**src/rtl/ov7670_pkg.sv**
```systemverilog
// Shared types and constants for the OV7670 capture path.
// The OV7670_CAPTURE_GRAY_EN macro is consumed by rgb565_to_pix; nothing here depends on it.
package ov7670_pkg;

    localparam int unsigned COL_BITS = 10;
    localparam int unsigned ROW_BITS = 9;
    localparam int unsigned PIX_BITS = 16;

    // RGB565 field positions: byte 1 = {R[4:0], G[5:3]}, byte 2 = {G[2:0], B[4:0]}
    localparam int unsigned R_MSB = 15;
    localparam int unsigned R_LSB = 11;
    localparam int unsigned G_MSB = 10;
    localparam int unsigned G_LSB = 5;
    localparam int unsigned B_MSB = 4;
    localparam int unsigned B_LSB = 0;

    typedef enum logic [1:0] {
        IDLE   = 2'd0,
        SYNC   = 2'd1,
        ACTIVE = 2'd2
    } state_t;

endpackage

```
**src/rtl/rgb565_to_pix.sv**
```systemverilog
// Registered RGB565 -> 8-bit pixel conversion; final pipeline stage before the frame buffer.
// OV7670_CAPTURE_GRAY_EN selects 8-bit luma; otherwise the output is RGB332.
module rgb565_to_pix
    import ov7670_pkg::*;
(
    input  logic                clk,
    input  logic                rst,
    input  logic                load,
    input  logic [PIX_BITS-1:0] pix,
    output logic [7:0]          data
);

    logic [7:0] pix8_c;

`ifdef OV7670_CAPTURE_GRAY_EN
    logic [4:0] r;
    logic [5:0] g;
    logic [4:0] b;
    logic [7:0] r8;
    logic [7:0] g8;
    logic [7:0] b8;
    logic [9:0] sum_c;

    assign r = pix[R_MSB:R_LSB];
    assign g = pix[G_MSB:G_LSB];
    assign b = pix[B_MSB:B_LSB];

    // Replicate MSBs so full-scale components map to 255
    assign r8     = {r, r[4:2]};
    assign g8     = {g, g[5:4]};
    assign b8     = {b, b[4:2]};
    assign sum_c  = 10'(r8) + {1'b0, g8, 1'b0} + 10'(b8);
    assign pix8_c = sum_c[9:2];
`else
    logic unused_bits;

    assign pix8_c      = {pix[R_MSB -: 3], pix[G_MSB -: 3], pix[B_MSB -: 2]};
    assign unused_bits = ^{pix[R_LSB+1:R_LSB], pix[G_LSB+2:G_LSB], pix[B_LSB+2:B_LSB]};
`endif

    always_ff @(posedge clk or posedge rst) begin
        if (rst) begin
            data <= '0;
        end else if (load) begin
            data <= pix8_c;
        end
    end

endmodule

```
**src/rtl/ov7670_capture.sv**
```systemverilog
// OV7670 capture: VSYNC/HREF framing, RGB565 byte-pair assembly, window crop, raster-order writes.
// Build with OV7670_CAPTURE_GRAY_EN defined for 8-bit luma output instead of RGB332.
module ov7670_capture
    import ov7670_pkg::*;
#(
    parameter int unsigned IMG_W         = 128,
    parameter int unsigned IMG_H         = 128,
    parameter int unsigned X_START       = 256,
    parameter int unsigned Y_START       = 176,
    parameter int unsigned RAM_ADDR_BITS = 14
) (
    input  logic                     clk,
    input  logic                     rst,
    input  logic                     vsync,
    input  logic                     href,
    input  logic [7:0]               din,
    output logic [RAM_ADDR_BITS-1:0] addr_w,
    output logic [7:0]               data_w,
    output logic                     en_w,
    output logic                     frame_done
);

    localparam int unsigned COL_STOP  = X_START + IMG_W;
    localparam int unsigned ROW_END   = Y_START + IMG_H;
    localparam int unsigned LAST_ADDR = IMG_W * IMG_H - 1;
    localparam logic [ROW_BITS-1:0] ROW_MAX = '1;

    logic                vsync_q;
    logic                href_q;
    logic                href_d;
    logic [7:0]          din_q;
    state_t              state;
    state_t              state_nxt;
    logic                frame_start_c;
    logic                in_win_c;
    logic                phase;
    logic [7:0]          hi_q;
    logic [COL_BITS-1:0] col;
    logic [ROW_BITS-1:0] row;
    logic [PIX_BITS-1:0] pix_q;
    logic                wr_q;
    logic                done_q;
    logic                load_c;

    // Input registers; all control below uses these copies
    always_ff @(posedge clk or posedge rst) begin
        if (rst) begin
            vsync_q <= 1'b0;
            href_q  <= 1'b0;
            href_d  <= 1'b0;
            din_q   <= '0;
        end else begin
            vsync_q <= vsync;
            href_q  <= href;
            href_d  <= href_q;
            din_q   <= din;
        end
    end

    always_ff @(posedge clk or posedge rst) begin
        if (rst) begin
            state <= IDLE;
        end else begin
            state <= state_nxt;
        end
    end

    always_comb begin
        state_nxt     = state;
        frame_start_c = 1'b0;
        case (state)
            IDLE:    if (vsync_q) state_nxt = SYNC;
            SYNC: begin
                if (!vsync_q) begin
                    state_nxt     = ACTIVE;
                    frame_start_c = 1'b1;
                end
            end
            ACTIVE:  if (vsync_q) state_nxt = SYNC;
            default: state_nxt = IDLE;
        endcase
    end

    assign in_win_c = (32'(row) >= Y_START) && (32'(row) < ROW_END) &&
                      (32'(col) >= X_START) && (32'(col) < COL_STOP);

    // Byte pairing and row/column tracking; a pixel seen together with vsync is dropped
    always_ff @(posedge clk or posedge rst) begin
        if (rst) begin
            phase <= 1'b0;
            hi_q  <= '0;
            col   <= '0;
            row   <= '0;
            pix_q <= '0;
            wr_q  <= 1'b0;
        end else begin
            wr_q <= 1'b0;
            if (frame_start_c) begin
                phase <= 1'b0;
                col   <= '0;
                row   <= '0;
            end else if (state == ACTIVE) begin
                if (href_q) begin
                    phase <= ~phase;
                    if (!phase) begin
                        hi_q <= din_q;
                    end else if (!vsync_q) begin
                        pix_q <= {hi_q, din_q};
                        wr_q  <= in_win_c;
                        if (32'(col) < COL_STOP) col <= col + COL_BITS'(1);
                    end
                end else begin
                    phase <= 1'b0;
                    if (href_d) begin
                        col <= '0;
                        if (row != ROW_MAX) row <= row + ROW_BITS'(1);
                    end
                end
            end
        end
    end

    assign load_c = wr_q && !done_q;

    // Write port; address advances on the edge after each strobe
    always_ff @(posedge clk or posedge rst) begin
        if (rst) begin
            en_w       <= 1'b0;
            addr_w     <= '0;
            frame_done <= 1'b0;
            done_q     <= 1'b0;
        end else begin
            en_w       <= load_c;
            frame_done <= 1'b0;
            if (frame_start_c) begin
                addr_w <= '0;
                done_q <= 1'b0;
            end else if (en_w) begin
                addr_w <= addr_w + RAM_ADDR_BITS'(1);
                if (32'(addr_w) == LAST_ADDR) begin
                    frame_done <= 1'b1;
                    done_q     <= 1'b1;
                end
            end
        end
    end

    rgb565_to_pix u_conv (
        .clk  (clk),
        .rst  (rst),
        .load (load_c),
        .pix  (pix_q),
        .data (data_w)
    );

endmodule

```
**config.mk**
```make
export PLATFORM = sky130hd
export DESIGN_NAME = ov7670_capture
export DESIGN_NICKNAME = d
export VERILOG_FILES = /design/src/rtl/ov7670_pkg.sv /design/src/rtl/rgb565_to_pix.sv /design/src/rtl/ov7670_capture.sv
export SDC_FILE = /design/constraint.sdc
export NUM_CORES = 1
export LEC_CHECK = 0
export CORE_MARGIN = 5
export CORE_UTILIZATION = 45
export CTS_CLUSTER_DIAMETER = 100
export CTS_CLUSTER_SIZE = 10
export DETAILED_ROUTE_END_ITERATION = 6
export GPL_TIMING_DRIVEN = 0
export PLACE_DENSITY = 0.77
export SYNTH_ARGS = -nofsm -noshare
export SYNTH_HDL_FRONTEND = slang
export SYNTH_SLANG_ARGS = --single-unit
```
**constraint.sdc**
```tcl
create_clock -name clk -period 4.9 [get_ports clk]
set_input_delay 0.735 -clock clk [delete_from_list [all_inputs] [get_ports clk]]
set_output_delay 0.735 -clock clk [all_outputs]
set_load 0.005 [all_outputs]
```
==> results of run 1 <==
## flip-flops by register name (all words and copies together), names as in the netlist
signal and flops:
addr_w 14, col 10, row 9, din_q 8, pix_q 8, u_conv.data 8, hi_q 6, state 2
done_q 1, en_w 1, frame_done 1, href_d 1, href_q 1, phase 1, vsync_q 1, wr_q 1
## routing by layer
layer	track usage	up-vias	part of all wire
met5	0	-	0
met4	0.0481	0	0.013
met3	0.0545	8	0.053
met2	0.233	44	0.48
met1	0.189	1047	0.45
li1	-	1042	-
## final cells by class
type,count,area (um^2)
Clock inverter,6,67.6
Multi-Input combinational cell,179,1270
Sequential cell,73,1830
Tap cell,96,120
Clock buffer,10,128
Timing Repair Buffer,35,350
Inverter,6,25.0
Fill cell,592,3000
Buffer,9,45.0
## cell usage in the layout, fill, tap and decap left out, types with 8 or more instances in the layout
master / n
a21oi_1: 9
nand3_1: 12
nand2_1: 21
dfrtp_1: 73
clkdlybuf4s50_1: 35
nor2_1: 22
clkbuf_8: 9
xnor2_1: 8
mux2_2: 22
nand4_1: 10
## final timing paths
| kind | slack (ns) | cells past startpoint | to |
|---|---|---|---|
| setup reg to reg | 3.05 | 6 | row[7] |
| hold reg to reg | 0.48 | 1 | hi_q[1] |
| min in group asynchronous | 0.93 | 2 | u_conv.data[0] |
| setup / recovery | 2.81 | 1 | addr_w[4] |
| hold / removal | 0.48 | 1 | hi_q[1] |
| max in group asynchronous | 3.43 | 2 | row[4] |
## kinds of logic (layout without fill, tap and decap cells)
kind of cell               count (synthesis)  count (layout)  synth area share
buffers and inverters                     15              66            0.0214
and+or+nand+nor                          104             104             0.181
AOI/OAI and AO/OA                         28              28            0.0637
muxes                                     28              28            0.0974
DFF                                       73              73             0.578
adders and majority gates                  5               5            0.0198
xor gates and xnor gates                  14              14            0.0388
## power breakdown
group	total, mW	internal, mW	switching [mW]
clock network	0.462	0.237	0.226
registers	0.661	0.640	0.0212
logic	0.0759	0.0403	0.0356
total	1.20	0.917	0.282
==> qor.csv, run 1 <==
stage,metric,value,unit
cts,clock_path_buffers,2,
logic_synthesis,synthCells,267,
power,ir_drop,0.000224,V
global_routing,grt.total_usage,0.148,
finish,final_area,0.00383,mm^2
cts,cts.repair.resized,0,
setup_path,crit_start,addr_w[4],
routing,routedWlPerCell,13.6,um
min_path,min_path_type,reg2reg,
routing,route.detailed.drc,0,
logic_synthesis,synth.cells.most_frequent,"dfrtp_1, mux2_2, nor2_1",
setup_path,crit_path_end_kind,output port,
sta,rsz0062_at_grt,false,
sta,timing.fmax,478,MHz
logic_synthesis,syn_nets,284,
setup_path,critPathMaxStageDelay,0.55,ns
global_routing,grt_max_degree,74,
routing,dr.pass1.iters,4,
job,drv_cap,0,
power,post-layout-total-power,1.20,mW
global_routing,gr-total-overflow,0,
sta,worst_pin_slew,0.853,ns
sta,clock_skew,0.00931,ns
min_path,worstHoldStart,din_q[1],
sta,hold_viol,0,
logic_synthesis,ys_seq_elements,73,
power,leakage,1.70,nW
logic_synthesis,synth_area_leader_cell,dfrtp_1,
setup_path,start_kind,flop,
placed_design,dpl_cell_area,0.00363,mm^2
cts,clk_pin_slew,0.08,ns
cts,cts_tree,done,
cts,clk_latency,0.35,ns
setup_path,cp_cell_sequence,clkdlybuf4s50_1,
logic_synthesis,synthDistinctLibCells,44,
sta,max_slew_margin,0.431,
routing,routed_wl,5650,um
finish,layout.nets,330,
logic_synthesis,synth.most_common_cell,dfrtp_1,
sta,setup_slack,2.81,ns
cts,cts.sinks,73,
setup_path,crit_buf_inv,1,
global_routing,grt_pass1_wl,10200,um
logic_synthesis,ys_top_cells_by_area,"dfrtp_1, mux2_2, nor2_1",
placed_design,gp_congestion,0.811,
setup_path,slowest_stage,clkdlybuf4s50_1,
die,die_w,93.8,um
sta,hold_slack,0.479,ns
logic_synthesis,yosysWarnings,0,
logic_synthesis,syn_area_per_cell,11.8,um^2
sta,fin_crit,2.09,ns
logic_synthesis,async_reset_ff_frac,1.00,
placed_design,dpl.cell_count,398,
die,die_area,0.00880,mm^2
placed_design,dp_slack,2.98,ns
die,die_height,93.8,um
finish,syn2layout_area_growth,21.1,%
finish,diodes,0,
die,placement_rows,30,
sta,slew_violations,0,
routing,vias,2141,
setup_path,crit_family,buffers and inverters,
logic_synthesis,synth_seq_area_share,0.578,
sta,finalSetupViolCount,0,
routing,postRouteAntennaNets,0,
status,status,"finished, final reports clean",
setup_path,critPathKind,reg2out,
sta,fin_setup_tns,0,ns
global_routing,first_global_vias,2139,
die,initial_utilization,0.463,
die,io-pin-count,36,
finish,drive_gt1_frac,0.157,
cts,htreeDepth,3,
setup_path,cp_max_fo,7,
cts,cts_root_buf,clkbuf_8,
logic_synthesis,synth_edf_count,0,
finish,post-route-util,0.560,
cts,post_cts_buffers,0,
routing,drt-vias-per-instance,5.17,
setup_path,r2r-start,row[0],
power,cellPowerDensity,313,mW/mm^2
placed_design,dp_hpwl,3830,um
cts,cts_buffers,9,
cts,ctsHoldBuffers,0,
finish,stdcell_count,414,
setup_path,arrival,1.36,ns
placed_design,io_buffers,35,
routing,drt_iter0_drc,123,
logic_synthesis,synth_top_area_frac,0.578,
global_routing,antenna_found_initial,0,
setup_path,worstPathRequired,4.16,ns
sta,fin_crit_sh,0.427,
die,core,0.00683,mm^2
logic_synthesis,ys.flop_type,dfrtp_1,
logic_synthesis,syn-cell-area,0.00316,mm^2
Power figures use the tool's default switching activity.
==> run 2, diff against run 1 <==
PLACE_DENSITY = 0.8   (was 0.77)
clock period = 1.7 ns   (was 4.9 ns; I/O delays follow)
==> qor.csv, run 2 (same netlist as run 1, synthesis figures left out) <==
stage,metric,value,unit
finish,layout_commonest_cell,dfrtp_1,
power,leakage,1.75,nW
global_routing,grt.total_usage,0.158,
cts,cts_tree,done,
finish,largest_reg_flops,14,
die,core,0.00683,mm^2
routing,route.detailed.drc,0,
sta,rsz0062_at_grt,true,
sta,clock_skew,0.00658,ns
cts,clk_latency,0.35,ns
finish,fillers,559,
job,drv_cap,0,
routing,dr.pass1.iters,4,
routing,postRouteAntennaNets,0,
setup_path,critPathKind,reg2reg,
global_routing,first_global_vias,2368,
power,pwr-share-clk,0.391,
power,sw_frac_of_total,0.237,
finish,syn2layout_area_growth,26.6,%
die,initial_utilization,0.463,
sta,finalSetupViolCount,0,
finish,layout.nets,339,
cts,cts_buffers,9,
placed_design,gp_congestion,0.852,
global_routing,grt_pass1_wl,10900,um
sta,max_slew_margin,0.540,
finish,drive_gt1_frac,0.217,
power,ir_drop,0.000645,V
sta,hold_viol,0,
power,intPower,2.71,mW
die,placement_rows,30,
setup_path,slowest_stage,or4_4,
global_routing,gr-total-overflow,0,
die,io-pin-count,36,
routing,routed_wl,6200,um
sta,fin_setup_tns,0,ns
power,seq_power_share,0.538,
power,post-layout-total-power,3.55,mW
placed_design,dp_hpwl,4120,um
setup_path,start_kind,flop,
sta,fin_crit,1.65,ns
power,p_comb_frac,0.070,
finish,layout_common_cells,"dfrtp_1, clkdlybuf4s50_1, mux2_2",
cts,clock_path_buffers,2,
finish,post-route-util,0.586,
cts,cts.sinks,73,
setup_path,critPathMaxStageDelay,0.52,ns
power,cellPowerDensity,887,mW/mm^2
sta,setup_slack,0.0470,ns
setup_path,crit_path_end_kind,flop,
routing,drt-vias-per-instance,5.26,
setup_path,cp_cell_sequence,"nand4bb_1, buf_4, or4_4, mux2i_1",
power,p_sw,0.841,mW
finish,diodes,0,
setup_path,cp_max_fo,9,
status,status,"finished, final reports clean",
min_path,min_path_type,in2reg,
sta,slew_violations,0,
cts,htreeDepth,3,
sta,worst_pin_slew,0.688,ns
finish,largest_register,addr_w,
setup_path,arrival,1.89,ns
die,die_area,0.00880,mm^2
sta,timing.fmax,605,MHz
routing,routedWlPerCell,14.7,um
die,die_w,93.8,um
cts,clk_pin_slew,0.08,ns
setup_path,worstPathRequired,1.94,ns
global_routing,grt_max_degree,44,
global_routing,antenna_found_initial,0,
placed_design,io_buffers,35,
die,die_height,93.8,um
routing,drt_iter0_drc,80,
cts,cts_root_buf,clkbuf_8,
finish,top_regs,"addr_w: 14 flops, col: 10 flops, row: 9 flops",
routing,vias,2226,
placed_design,dp_slack,-0.0700,ns
sta,fin_crit_sh,0.972,
run 2: changes by cell type in the layout (fill, tap and decap cells not counted), moves of 2 or more:
| cell | change |
|---|---|
| buf_4 | +11 |
| dfrtp_1 | -2 |
| nor3b_4 | +2 |
| dfrtp_2 | +2 |
| buf_2 | -3 |
| nor4_2 | +2 |
| nor4_1 | -2 |
run 2: power by group through the flow:
stage	clock, mW	combinational, mW	sequential [mW]
global route	1.49	0.279	1.92
floorplan	0	0.166	1.92
detailed placement	0	0.234	1.94
finish	1.39	0.250	1.91
global placement	0	0.215	1.94
CTS	1.42	0.247	1.91
run 2: final timing paths:
kind / start / cells past startpoint / slack, ns / to
worst max-delay path: href_q / 4 / 0.05 / row[7]
worst min-delay path: din[0] / 1 / 0.33 / din_q[0]
worst max register to register: href_q / 4 / 0.05 / row[7]
worst min register to register: din_q[2] / 1 / 0.48 / hi_q[2]
max in group asynchronous: rst / 3 / 0.68 / href_q
min in group asynchronous: rst / 2 / 0.38 / din_q[3]
run 2: critical path, delay by kind of cell, from the launching register on:
kind	cells	cell delay, ns
buffers and inverters	1	0.19
multiplexers	1	0.14
flip-flops	1	0.47
AND/OR/NAND/NOR	2	0.73
run 2: final cells by class:
| cell class | instances | area, um^2 | share of cell area |
|---|---|---|---|
| repair buffers | 45 | 438 | 0.109 |
| plain buffers | 8 | 45.0 | 0.0113 |
| flip-flops and latches | 73 | 1830 | 0.457 |
| clock inverters | 5 | 63.8 | 0.0160 |
| well taps | 96 | 120 | 0.0300 |
| clock buffers | 11 | 141 | 0.0353 |
| multi-input cells | 179 | 1340 | 0.334 |
| inverters | 6 | 26.3 | 0.00657 |
run 2: timing repair:
item	in CTS	in global routing
hold buffers	0	0
setup buffers	7	2
pin swaps	2	3
setup endpoints to repair	12	19
gates resized for setup	5	18
run 2: stage by stage:
step	area (um^2)	hold slack, ns	instances
global route	4000	0.311	423
global placement	3640	0.458	398
detailed placement	3660	0.471	399
floorplan	3170	0.286	267
finish	4000	0.330	423
CTS	3940	0.317	422
run 2: metal layers:
metal	up-vias	wire length, um	global-route usage
met5	-	0	0
met4	0	89	0.0542
met3	9	294	0.0521
met2	39	3160	0.267
met1	1117	2660	0.189
li1	1061	-	-
==> run 3, diff against run 2 <==
CORE_UTILIZATION = 50   (was 45)
PLACE_DENSITY = 0.86   (was 0.8)
REMOVE_ABC_BUFFERS = 1   (was not set)
==> qor.csv, run 3 (same netlist as run 1, synthesis figures left out) <==
stage,metric,value,unit
cts,clk_pin_slew,0.09,ns
global_routing,first_global_vias,2358,
placed_design,dpl.cell_count,370,
routing,route.detailed.drc,0,
cts,ctsHoldBuffers,0,
global_routing,antenna_found_initial,0,
sta,worst_pin_slew,0.868,ns
setup_path,crit_path_end_kind,flop,
cts,cts_buffers,9,
placed_design,dpl_cell_area,0.00356,mm^2
sta,fin_setup_tns,0,ns
die,core,0.00624,mm^2
global_routing,gr-total-overflow,0,
sta,finalSetupViolCount,0,
routing,drt-vias-per-instance,5.62,
finish,layout_commonest_cell,dfrtp_1,
routing,dr.pass1.iters,4,
setup_path,reg2reg_slack,0.03,ns
finish,final_area,0.00397,mm^2
placed_design,dp_slack,-0.419,ns
global_routing,grt_max_degree,74,
finish,drive_gt1_frac,0.237,
job,drv_cap,0,
finish,syn2layout_area_growth,25.6,%
die,die_height,89.5,um
sta,fin_crit_sh,0.982,
finish,largest_reg_flops,14,
placed_design,io_buffers,35,
placed_design,gp_congestion,0.839,
finish,top_regs,"addr_w: 14 flops, col: 10 flops, row: 9 flops",
setup_path,arrival,1.91,ns
finish,layout.nets,337,
setup_path,crit_start,row[2],
sta,hold_slack,0.329,ns
routing,drt_iter0_drc,76,
routing,routedWlPerCell,16.0,um
setup_path,worstPathRequired,1.94,ns
setup_path,cp_max_fo,6,
sta,rsz0062_at_grt,true,
global_routing,grt.total_usage,0.180,
die,placement_rows,29,
setup_path,start_kind,flop,
setup_path,path_depth,6,
sta,clock_skew,0.00892,ns
min_path,min_path_type,in2reg,
setup_path,rr_endpoint,row[7],
cts,cts_tree,done,
global_routing,grt_pass1_wl,11000,um
routing,routed_wl,6430,um
setup_path,slowest_stage,or4_4,
setup_path,crit_family,simple AND/OR/NAND/NOR gates,
cts,cts.sinks,73,
setup_path,crit_buf_inv,0,
setup_path,rr_worst_depth,6,
sta,hold_viol,0,
power,cellPowerDensity,905,mW/mm^2
setup_path,critPathKind,reg2reg,
finish,largest_register,addr_w,
sta,fin_crit,1.67,ns
sta,max_slew_margin,0.422,
setup_path,r2r-start,row[2],
die,die_w,89.5,um
setup_path,cp_cell_sequence,"and2_4, nand4_1, nor2_1, ha_2, or4_4, mux2i_1",
routing,vias,2259,
routing,postRouteAntennaNets,0,
finish,layout_common_cells,"dfrtp_1, clkdlybuf4s50_1, mux2_2",
status,status,"finished, final reports clean",
power,leakage,1.77,nW
setup_path,critPathMaxStageDelay,0.49,ns
sta,slew_violations,0,
finish,stdcell_count,402,
die,io-pin-count,36,
cts,cts_root_buf,clkbuf_8,
sta,setup_slack,0.0301,ns
sta,timing.fmax,599,MHz
placed_design,dp_hpwl,3930,um
die,die_area,0.00801,mm^2
cts,htreeDepth,3,
finish,diodes,0,
cts,clock_path_buffers,2,
setup_path,crit_path_end,row[7],
die,initial_utilization,0.506,
power,ir_drop,0.000694,V
cts,clk_latency,0.35,ns
==> run 3: changes by cell type in the layout (fill, tap and decap cells not counted), moves of 2 or more <==
cell | previous run | this run
inv_6 | 1 | 3
clkinvlp_4 | 2 | 0
buf_4 | 11 | 16
clkbuf_1 | 6 | 0
ha_2 | 0 | 2
==> run 3: layout make-up <==
class	count	area, um^2
Fill cell	475	2270
Sequential cell	73	1830
Multi-Input combinational cell	179	1340
Timing Repair Buffer	51	470
Clock buffer	9	124
Tap cell	77	96.3
Clock inverter	7	85.1
Inverter	6	25.0
==> run 3: report_power, final <==
group / switching, mW / total [mW] / internal (mW) / leakage (nW)
combinational: 0.118 / 0.245 / 0.127 / 0.686
sequential: 0.0692 / 1.91 / 1.84 / 0.973
clock: 0.726 / 1.43 / 0.708 / 0.107
==> run 3: per-layer routing <==
layer / track usage / part of all wire / up-vias
met5: 0 / 0 / -
met4: 0.0947 / 0.020 / 0
met3: 0.0369 / 0.043 / 9
met2: 0.301 / 0.51 / 56
met1: 0.220 / 0.43 / 1139
li1: - / - / 1055
==> run 3: worst min-delay path by stage <==
stage / start / to / slack (ns) / cells past startpoint
floorplan: din[0] / din_q[0] / 0.29 / 0
global placement: din_q[5] / hi_q[5] / 0.46 / 1
detailed placement: din_q[2] / hi_q[2] / 0.47 / 1
CTS: href / href_q / 0.32 / 1
global route: din[5] / din_q[5] / 0.31 / 1
finish: din[1] / din_q[1] / 0.33 / 1
==> run 3: per-stage QoR <==
stage	util	power [mW]
after floorplan	-	2.08
after global placement	0.571	2.14
after detailed placement	0.571	2.17
after CTS	0.629	3.62
after global routing	0.636	3.74
final	0.636	3.59
==> run 3: what timing repair did <==
item / 4_1_cts / 5_1_grt
hold endpoints to repair: 0 / 0
setup buffers: 13 / 3
pin swaps: 3 / 4
setup endpoints to repair: 33 / 17
resized for setup: 11 / 7
